==> src/rtl/round_controller.sv <==
// Game-flow FSM for one Dexterity Dash game: arms the countdown timer, picks
// LFSR-driven targets, scores synchronised key presses and stops on timer expiry.
module round_controller #(
  parameter logic [15:0] LFSR_SEED = 16'hACE1,
  parameter int unsigned SCORE_MAX = 99
) (
  input  logic       clk,
  input  logic       resetn,
  input  logic       start_btn,
  input  logic [3:0] player_keys,
  input  logic       timer_done,
  output logic       timer_resetn,
  output logic [3:0] target_onehot,
  output logic [6:0] score,
  output logic       hit_pulse,
  output logic       miss_pulse,
  output logic       game_over
);

  localparam logic [6:0] SCORE_CEIL = 7'(SCORE_MAX);

  typedef enum logic [2:0] {
    S_IDLE, S_ARM, S_SETTLE, S_NEW_TARGET, S_PLAY, S_RELEASE, S_DONE
  } state_t;

  state_t      r_state, w_next_state;
  logic        r_start_s1, r_start_s2, r_start_s3;
  logic [3:0]  r_key_s1, r_key_s2, r_key_s3;
  logic [15:0] r_lfsr;
  logic [1:0]  r_prev_idx;
  logic        r_has_prev, r_after_hit;
  logic [3:0]  r_target;
  logic [6:0]  r_score;
  logic        r_hit, r_miss, r_game_over, r_timer_resetn;

  logic        w_start_rise, w_key_rise, w_do_hit, w_do_miss, w_lfsr_fb;
  logic [1:0]  w_idx_raw, w_new_idx;
  logic [15:0] w_lfsr_next;

  assign w_start_rise = r_start_s2 & ~r_start_s3;
  assign w_key_rise   = |(r_key_s2 & ~r_key_s3);

  // Fibonacci taps 16,14,13,11; an all-zero register is stuck, so reseed it
  assign w_lfsr_fb   = r_lfsr[0] ^ r_lfsr[2] ^ r_lfsr[3] ^ r_lfsr[5];
  assign w_lfsr_next = (r_lfsr == 16'h0000) ? LFSR_SEED : {w_lfsr_fb, r_lfsr[15:1]};

  // Bump the index when it repeats the last target so consecutive targets differ
  assign w_idx_raw = r_lfsr[1:0];
  assign w_new_idx = (r_has_prev && (w_idx_raw == r_prev_idx)) ? 2'(w_idx_raw + 2'd1) : w_idx_raw;

  // Next-state and press classification
  always_comb begin
    w_next_state = r_state;
    w_do_hit     = 1'b0;
    w_do_miss    = 1'b0;
    case (r_state)
      S_IDLE:       if (w_start_rise) w_next_state = S_ARM; else w_next_state = S_IDLE;
      S_ARM:        w_next_state = S_SETTLE;
      S_SETTLE:     w_next_state = S_NEW_TARGET;
      S_NEW_TARGET: w_next_state = S_PLAY;
      S_PLAY: begin
        if (timer_done) begin
          w_next_state = S_DONE;
        end else if (w_key_rise) begin
          w_next_state = S_RELEASE;
          if (r_key_s2 == r_target) w_do_hit = 1'b1; else w_do_miss = 1'b1;
        end else begin
          w_next_state = S_PLAY;
        end
      end
      S_RELEASE: begin
        if (timer_done) w_next_state = S_DONE;
        else if (r_key_s2 == 4'b0000) w_next_state = r_after_hit ? S_NEW_TARGET : S_PLAY;
        else w_next_state = S_RELEASE;
      end
      S_DONE:       if (w_start_rise) w_next_state = S_ARM; else w_next_state = S_DONE;
      default:      w_next_state = S_IDLE;
    endcase
  end

  // State register, input conditioning and LFSR
  always_ff @(posedge clk) begin
    if (!resetn) begin
      r_state    <= S_IDLE;
      r_start_s1 <= 1'b0;
      r_start_s2 <= 1'b0;
      r_start_s3 <= 1'b0;
      r_key_s1   <= 4'b0000;
      r_key_s2   <= 4'b0000;
      r_key_s3   <= 4'b0000;
      r_lfsr     <= LFSR_SEED;
    end else begin
      r_state    <= w_next_state;
      r_start_s1 <= start_btn;
      r_start_s2 <= r_start_s1;
      r_start_s3 <= r_start_s2;
      r_key_s1   <= player_keys;
      r_key_s2   <= r_key_s1;
      r_key_s3   <= r_key_s2;
      r_lfsr     <= w_lfsr_next;
    end
  end

  // Registered outputs, score and target bookkeeping
  always_ff @(posedge clk) begin
    if (!resetn) begin
      r_target       <= 4'b0000;
      r_prev_idx     <= 2'd0;
      r_has_prev     <= 1'b0;
      r_after_hit    <= 1'b0;
      r_score        <= 7'd0;
      r_hit          <= 1'b0;
      r_miss         <= 1'b0;
      r_game_over    <= 1'b0;
      r_timer_resetn <= 1'b1;
    end else begin
      r_hit          <= w_do_hit;
      r_miss         <= w_do_miss;
      r_game_over    <= (w_next_state == S_DONE);
      r_timer_resetn <= (w_next_state != S_ARM);
      if (r_state == S_NEW_TARGET) begin
        r_target   <= 4'(4'b0001 << w_new_idx);
        r_prev_idx <= w_new_idx;
        r_has_prev <= 1'b1;
      end else if (w_next_state == S_ARM || w_next_state == S_DONE || w_next_state == S_IDLE) begin
        r_target   <= 4'b0000;
        r_has_prev <= (w_next_state == S_ARM) ? 1'b0 : r_has_prev;
      end else begin
        r_target   <= r_target;
      end
      if (w_next_state == S_ARM) begin
        r_score <= 7'd0;
      end else if (w_do_hit) begin
        r_score     <= (r_score >= SCORE_CEIL) ? SCORE_CEIL : r_score + 7'd1;
        r_after_hit <= 1'b1;
      end else if (w_do_miss) begin
        r_score     <= (r_score == 7'd0) ? 7'd0 : r_score - 7'd1;
        r_after_hit <= 1'b0;
      end else begin
        r_score <= r_score;
      end
    end
  end

  assign timer_resetn  = r_timer_resetn;
  assign target_onehot = r_target;
  assign score         = r_score;
  assign hit_pulse     = r_hit;
  assign miss_pulse    = r_miss;
  assign game_over     = r_game_over;

endmodule

==> config.mk <==
export PLATFORM = sky130hd
export DESIGN_NAME = round_controller
export DESIGN_NICKNAME = d
export VERILOG_FILES = /design/src/rtl/round_controller.sv
export SDC_FILE = /design/constraint.sdc
export NUM_CORES = 1
export LEC_CHECK = 0
export CAP_MARGIN = 20
export CELL_PAD_IN_SITES_DETAIL_PLACEMENT = 0
export CELL_PAD_IN_SITES_GLOBAL_PLACEMENT = 1
export CORE_MARGIN = 3
export CORE_UTILIZATION = 43
export DETAILED_ROUTE_END_ITERATION = 10
export GPL_ROUTABILITY_DRIVEN = 0
export PLACE_DENSITY_LB_ADDON = 0.12
export SLEW_MARGIN = 20
export SYNTH_ARGS = -nofsm -noshare
export SYNTH_HDL_FRONTEND = slang
export SYNTH_SLANG_ARGS = --single-unit
==> constraint.sdc <==
create_clock -name clk -period 2.43 [get_ports clk]
set_input_delay 0.6075 -clock clk [delete_from_list [all_inputs] [get_ports clk]]
set_output_delay 0.6075 -clock clk [all_outputs]
set_load 0.05 [all_outputs]
[Yosys cells after proc, flatten, opt, wreduce, memory -nomap -nowiden]
Index checks and enable logic that the tools add are counted.
Operators by class
  bitwise gates (word level): 9
  eq/ne operators: 11
  muxes and demuxes: 28
  reductions and logical operators: 16
  magnitude comparators: 1
  $add $sub $neg: 3
  shift-type cells: 1
Operators by type and width (count)
  2-to-1 mux 7 bit: 4
  case mux 3 bit (7 select lines): 1
  logical NOT 16 bit: 1
  2-to-1 mux 1 bit: 15
  == test 3 bit, second input constant: 4
  2-to-1 mux 3 bit: 4
  2-to-1 mux 4 bit: 2
  adder 7 x 1 -> 7 bit, second input constant: 1
  >= comparator 7 bit, second input constant: 1
  logical NOT 7 bit: 1
  subtractor 7 x 1 -> 7 bit, second input constant: 1
  == test 3 x 1 -> 1 bit, second input constant: 2
  == test 3 x 2 -> 1 bit, second input constant: 2
  logical NOT 3 bit: 2
  nonzero test 2 bit: 3
  bitwise AND 4 bit: 1
  == test 4 bit: 1
  logical NOT 4 bit: 1
  2-to-1 mux 2 bit: 2
  inverter 4 bit: 1
  AND reduction 2 bit: 2
  OR reduction 2 bit: 2
  OR reduction 4 bit: 1
  left shift 1 x 2 -> 4 bit, first input constant: 1
  8 further kinds: 13
Word-level totals
  input bits: 8
  output and inout bits: 15
  flip-flop bits (word level): 53

[Logic depth before layout (Yosys ltp)]
  word-level depth: 11
  depth in mapped cells: 7
  depth with buffers taken out: 7

[Least setup slack after synthesis]
Ideal clock, no wire load.
  path kind: reg-to-reg
  from: register r_score[0] (netlist: score[0])
  to: register r_score[2] (netlist: score[2])
  stages on the path, launching flop included: 8
  buffers on the path: 0
  library setup time: 0.091 ns
  arrival time: 2.011 ns
  setup slack: 0.328 ns
  cells stage by stage: dfxtp_1 > inv_1 > ha_1 > nor4b_1 > and2_1 > nor4b_1 > a311oi_1 > a311oi_1
Between the ends
  longest elaborated chain between the ends: 4
  elaborated cells on any way between the ends: 8
  classes of those cells: 2 x add/sub; 1 x order compare; 4 x mux; 1 x reduce/logical
RTL lines
  from (decl): line 33  | logic [6:0] r_score;
  from (signal assigned): line 134  | r_score <= (r_score >= SCORE_CEIL) ? SCORE_CEIL : r_score + 7'd1;
  from (signal assigned): line 137  | r_score <= (r_score == 7'd0) ? 7'd0 : r_score - 7'd1;
  from (signal assigned): line 140  | r_score <= r_score;
  subtractor 7 x 1 -> 7 bit or logical NOT 7 bit (tied branches): line 137
  2-to-1 mux 7 bit: line 137
  2-to-1 mux 7 bit: line 136  | end else if (w_do_miss) begin
  2-to-1 mux 7 bit *: line 133  | end else if (w_do_hit) begin
Mark *: on every way between the ends. The rest lies on a longest branch, timed or not. The select of a mux whose other input is x is not followed.
A chain may end at the register's enable or synchronous reset.

[Final worst setup path]
  from: register r_score[2] (netlist: score[2])
  to: output port score[2]
RTL lines
  to (decl): line 14  | output logic [6:0] score,
No word-level cell between the ends.

==> run_results.csv <==
group,metric,value,unit
finish,final_nets,280,
clock_tree,clock_sinks,53,
worst_setup_path,cp.required,1820,ps
detailed_routing,viasPerCell,5.409,
timing,drv_slew,0,
place,hpwl,3355,µm
worst_setup_path,crit_family,"buffers and inverters",
timing,clock_skew,1.597,ps
timing,slew_headroom,49.03,%
detailed_routing,postRouteAntennaNets,0,
job,maxCapViolCount,0,
logic_synthesis,postSynthNetCount,252,
detailed_routing,wirelength,4573,µm
logic_synthesis,synth_simple_gate_area_share,29.66,%
logic_synthesis,synth_top_area_share,46.31,%
global_routing,groute.usage.overall,16.27,%
detailed_routing,drt_iter0_markers,81,
detailed_routing,wl_per_cell,13.57,µm
worst_setup_path,slowest_stage,"clkdlybuf4s50_1",
clock_tree,path_clk_slew,80,ps
worst_setup_path,cp-start-kind,"register",
logic_synthesis,yosys-top-cells-area,"dfxtp_1 46%, and2_1 7.4%, xor2_1 3.1%",
worst_setup_path,cp_max_fo,9,
timing,max_clock_freq,445.1,MHz
global_routing,grt_pass1_wl,7983,µm
logic_synthesis,synth_enable_flop_cells,0,
floorplan,dieArea,6239,µm²
finish,diodes,0,
outcome,outcome,"finished clean",
floorplan,io_pins,23,
floorplan,rows,25,
timing,worst_pin_slew,756.3,ps
clock_tree,cts-root-buf,"clkbuf_8",
finish,final_common_cell,"dfxtp_1",
timing,setup_tns,0,ps
timing,hold_viol,0,
detailed_routing,vias,1823,
timing,final-setup-viol-count,0,
clock_tree,cts_tree,"built",
clock_tree,cts_hold_buf,0,
worst_setup_path,critPathMaxStageDelay,860,ps
logic_synthesis,synth_top_family_by_area,"simple AND/OR/NAND/NOR gates",
logic_synthesis,synth_cell_types,54,
clock_tree,clk_latency,290,ps
floorplan,start_util,46.35,%
finish,syn2layout_area_growth,18.95,%
worst_hold_path,hp-class,"register to register",
logic_synthesis,synth_area,2291,µm²
timing,rsz0062_at_grt,"no",
global_routing,overflow,0,
worst_setup_path,cp_cell_sequence,"clkdlybuf4s50_1",
place,io_buffer_count,22,
clock_tree,clock_path_buffers,2,
logic_synthesis,ys.flop_type,"dfxtp_1",
power,ir_drop,376.3,µV
worst_setup_path,arrival,1640,ps
timing,finalCritPeriodShare,92.45,%
power,power.density,648.4,nW/µm²
logic_synthesis,yosys.area.top_type,"dfxtp_1",
logic_synthesis,synth_area_per_cell,9.506,µm²
clock_tree,cts_setup_buffers,0,
timing,min_period,2247,ps
power,power.total,1.767,mW
finish,mostFrequentLayoutCells,"53 x dfxtp_1, 27 x and2_1, 22 x clkdlybuf4s50_1",
global_routing,grt_max_degree,25,
global_routing,antenna_found_initial,0,
worst_setup_path,critPathKind,"register to output pin",
floorplan,die_height,78.99,µm
worst_setup_path,critPathBufInv,1,
detailed_routing,dr.pass1.iters,4,
logic_synthesis,ys_warn_count,0,
detailed_routing,drcViolationCount,0,
logic_synthesis,ys_seq_area_share,46.31,%
power,p_leak,1.005,nW
clock_tree,cts_buffers,5,
floorplan,coreArea,4942,µm²
logic_synthesis,syn_inst,241,
worst_setup_path,critPathCaptureType,"output pin",
logic_synthesis,yosys.area_share.xor_xnor,4.533,%
clock_tree,cts_resized,0,
logic_synthesis,synthMuxAreaShare,0.9285,%
logic_synthesis,ys_seq_elements,53,
logic_synthesis,async_flop_share,0,%
floorplan,fp.dieW,78.99,µm
finish,drive_gt1_share,8.519,%
global_routing,first_global_vias,1615,
logic_synthesis,synth-adder-area-share,1.638,%
clock_tree,h-tree-depth,2,
logic_synthesis,synth_compound_area_share,14.09,%
power breakdown:
group	total, mW	switching (mW)	internal, mW
logic	0.231	0.131	0.101
clock network	0.598	0.262	0.336
registers	0.938	0.0300	0.908
layout make-up:
class	instances	area [µm²]
well taps	67	83.83
flip-flops and latches	53	1061
clock inverters	1	30.03
repair buffers	29	272.8
fillers	491	2217
multi-input cells	173	1165
inverters	7	26.28
clock buffers	7	86.33
cells in the mapped netlist (all sizes together), types with 2 or more instances:
library cell  instances
o31ai                 2
o21ai                 9
nand4                 2
buf                   2
a311oi                3
nand3                 8
nor2                 18
nor3                  8
xnor2                 2
nor2b                 6
nand2b                9
and2                 28
xor2                  9
nor4b                 6
ha                    3
nand4b                3
clkbuf                6
nand2                13
or4                   2
a211oi                2
inv                   7
a21oi                10
o41ai                 3
nor3b                 3
dfxtp                53
nor4                  5
o22ai                 2
path summary, 6_finish.rpt:
path | startpoint | end | depth (start not counted) | slack, ps
worst max-delay path | score[2]$_SDFFE_PP0N_ | score[2] | 1 | 180
worst max register to register | score[0]$_SDFFE_PP0N_ | score[2]$_SDFFE_PP0N_ | 7 | 430
worst min-delay path | r_key_s1[3]$_SDFF_PN0_ | r_key_s2[3]$_SDFF_PN0_ | 1 | 440
worst min register to register | r_key_s1[3]$_SDFF_PN0_ | r_key_s2[3]$_SDFF_PN0_ | 1 | 440
registers in the layout, summed over array words and instances (netlist names), 2 cells and up:
signal and cells:
r_lfsr 16, score 7, r_key_s1 4, r_key_s2 4, r_key_s3 4, target_onehot 4, r_state 3, r_prev_idx 2
per-stage QoR:
stage	hold WS, ps	setup WS, ps	cells	util (%)	cell area [µm²]
after CTS	442.9	166.2	337	55.14	2725
after floorplan	411.8	328.4	241	-	2291
after detailed placement	420.7	67.87	329	52.78	2609
final	437.2	183.4	337	55.14	2725
after global routing	446.7	75.13	337	55.14	2725
after global placement	412.9	119.1	329	52.78	2609
metal layers:
layer  part of all wire [%]  global-route usage [%]  routed length (µm)  vias to the layer above
met5                      0                       0                   0                        -
met4                    1.3                   5.670                  61                        0
met3                    5.9                   3.855                 269                        6
met2                     40                   21.63                1838                       55
met1                     53                   25.14                2403                      850
li1                       -                       -                   -                      912
kinds of logic after synthesis:
logic type	count (synthesis)
DFF	53
xor gates and xnor gates	11
adders and majority gates	3
AOI/OAI and AO/OA	43
buffers and inverters	15
and+or+nand+nor	114
muxes	2
Power figures use the tool's default switching activity.
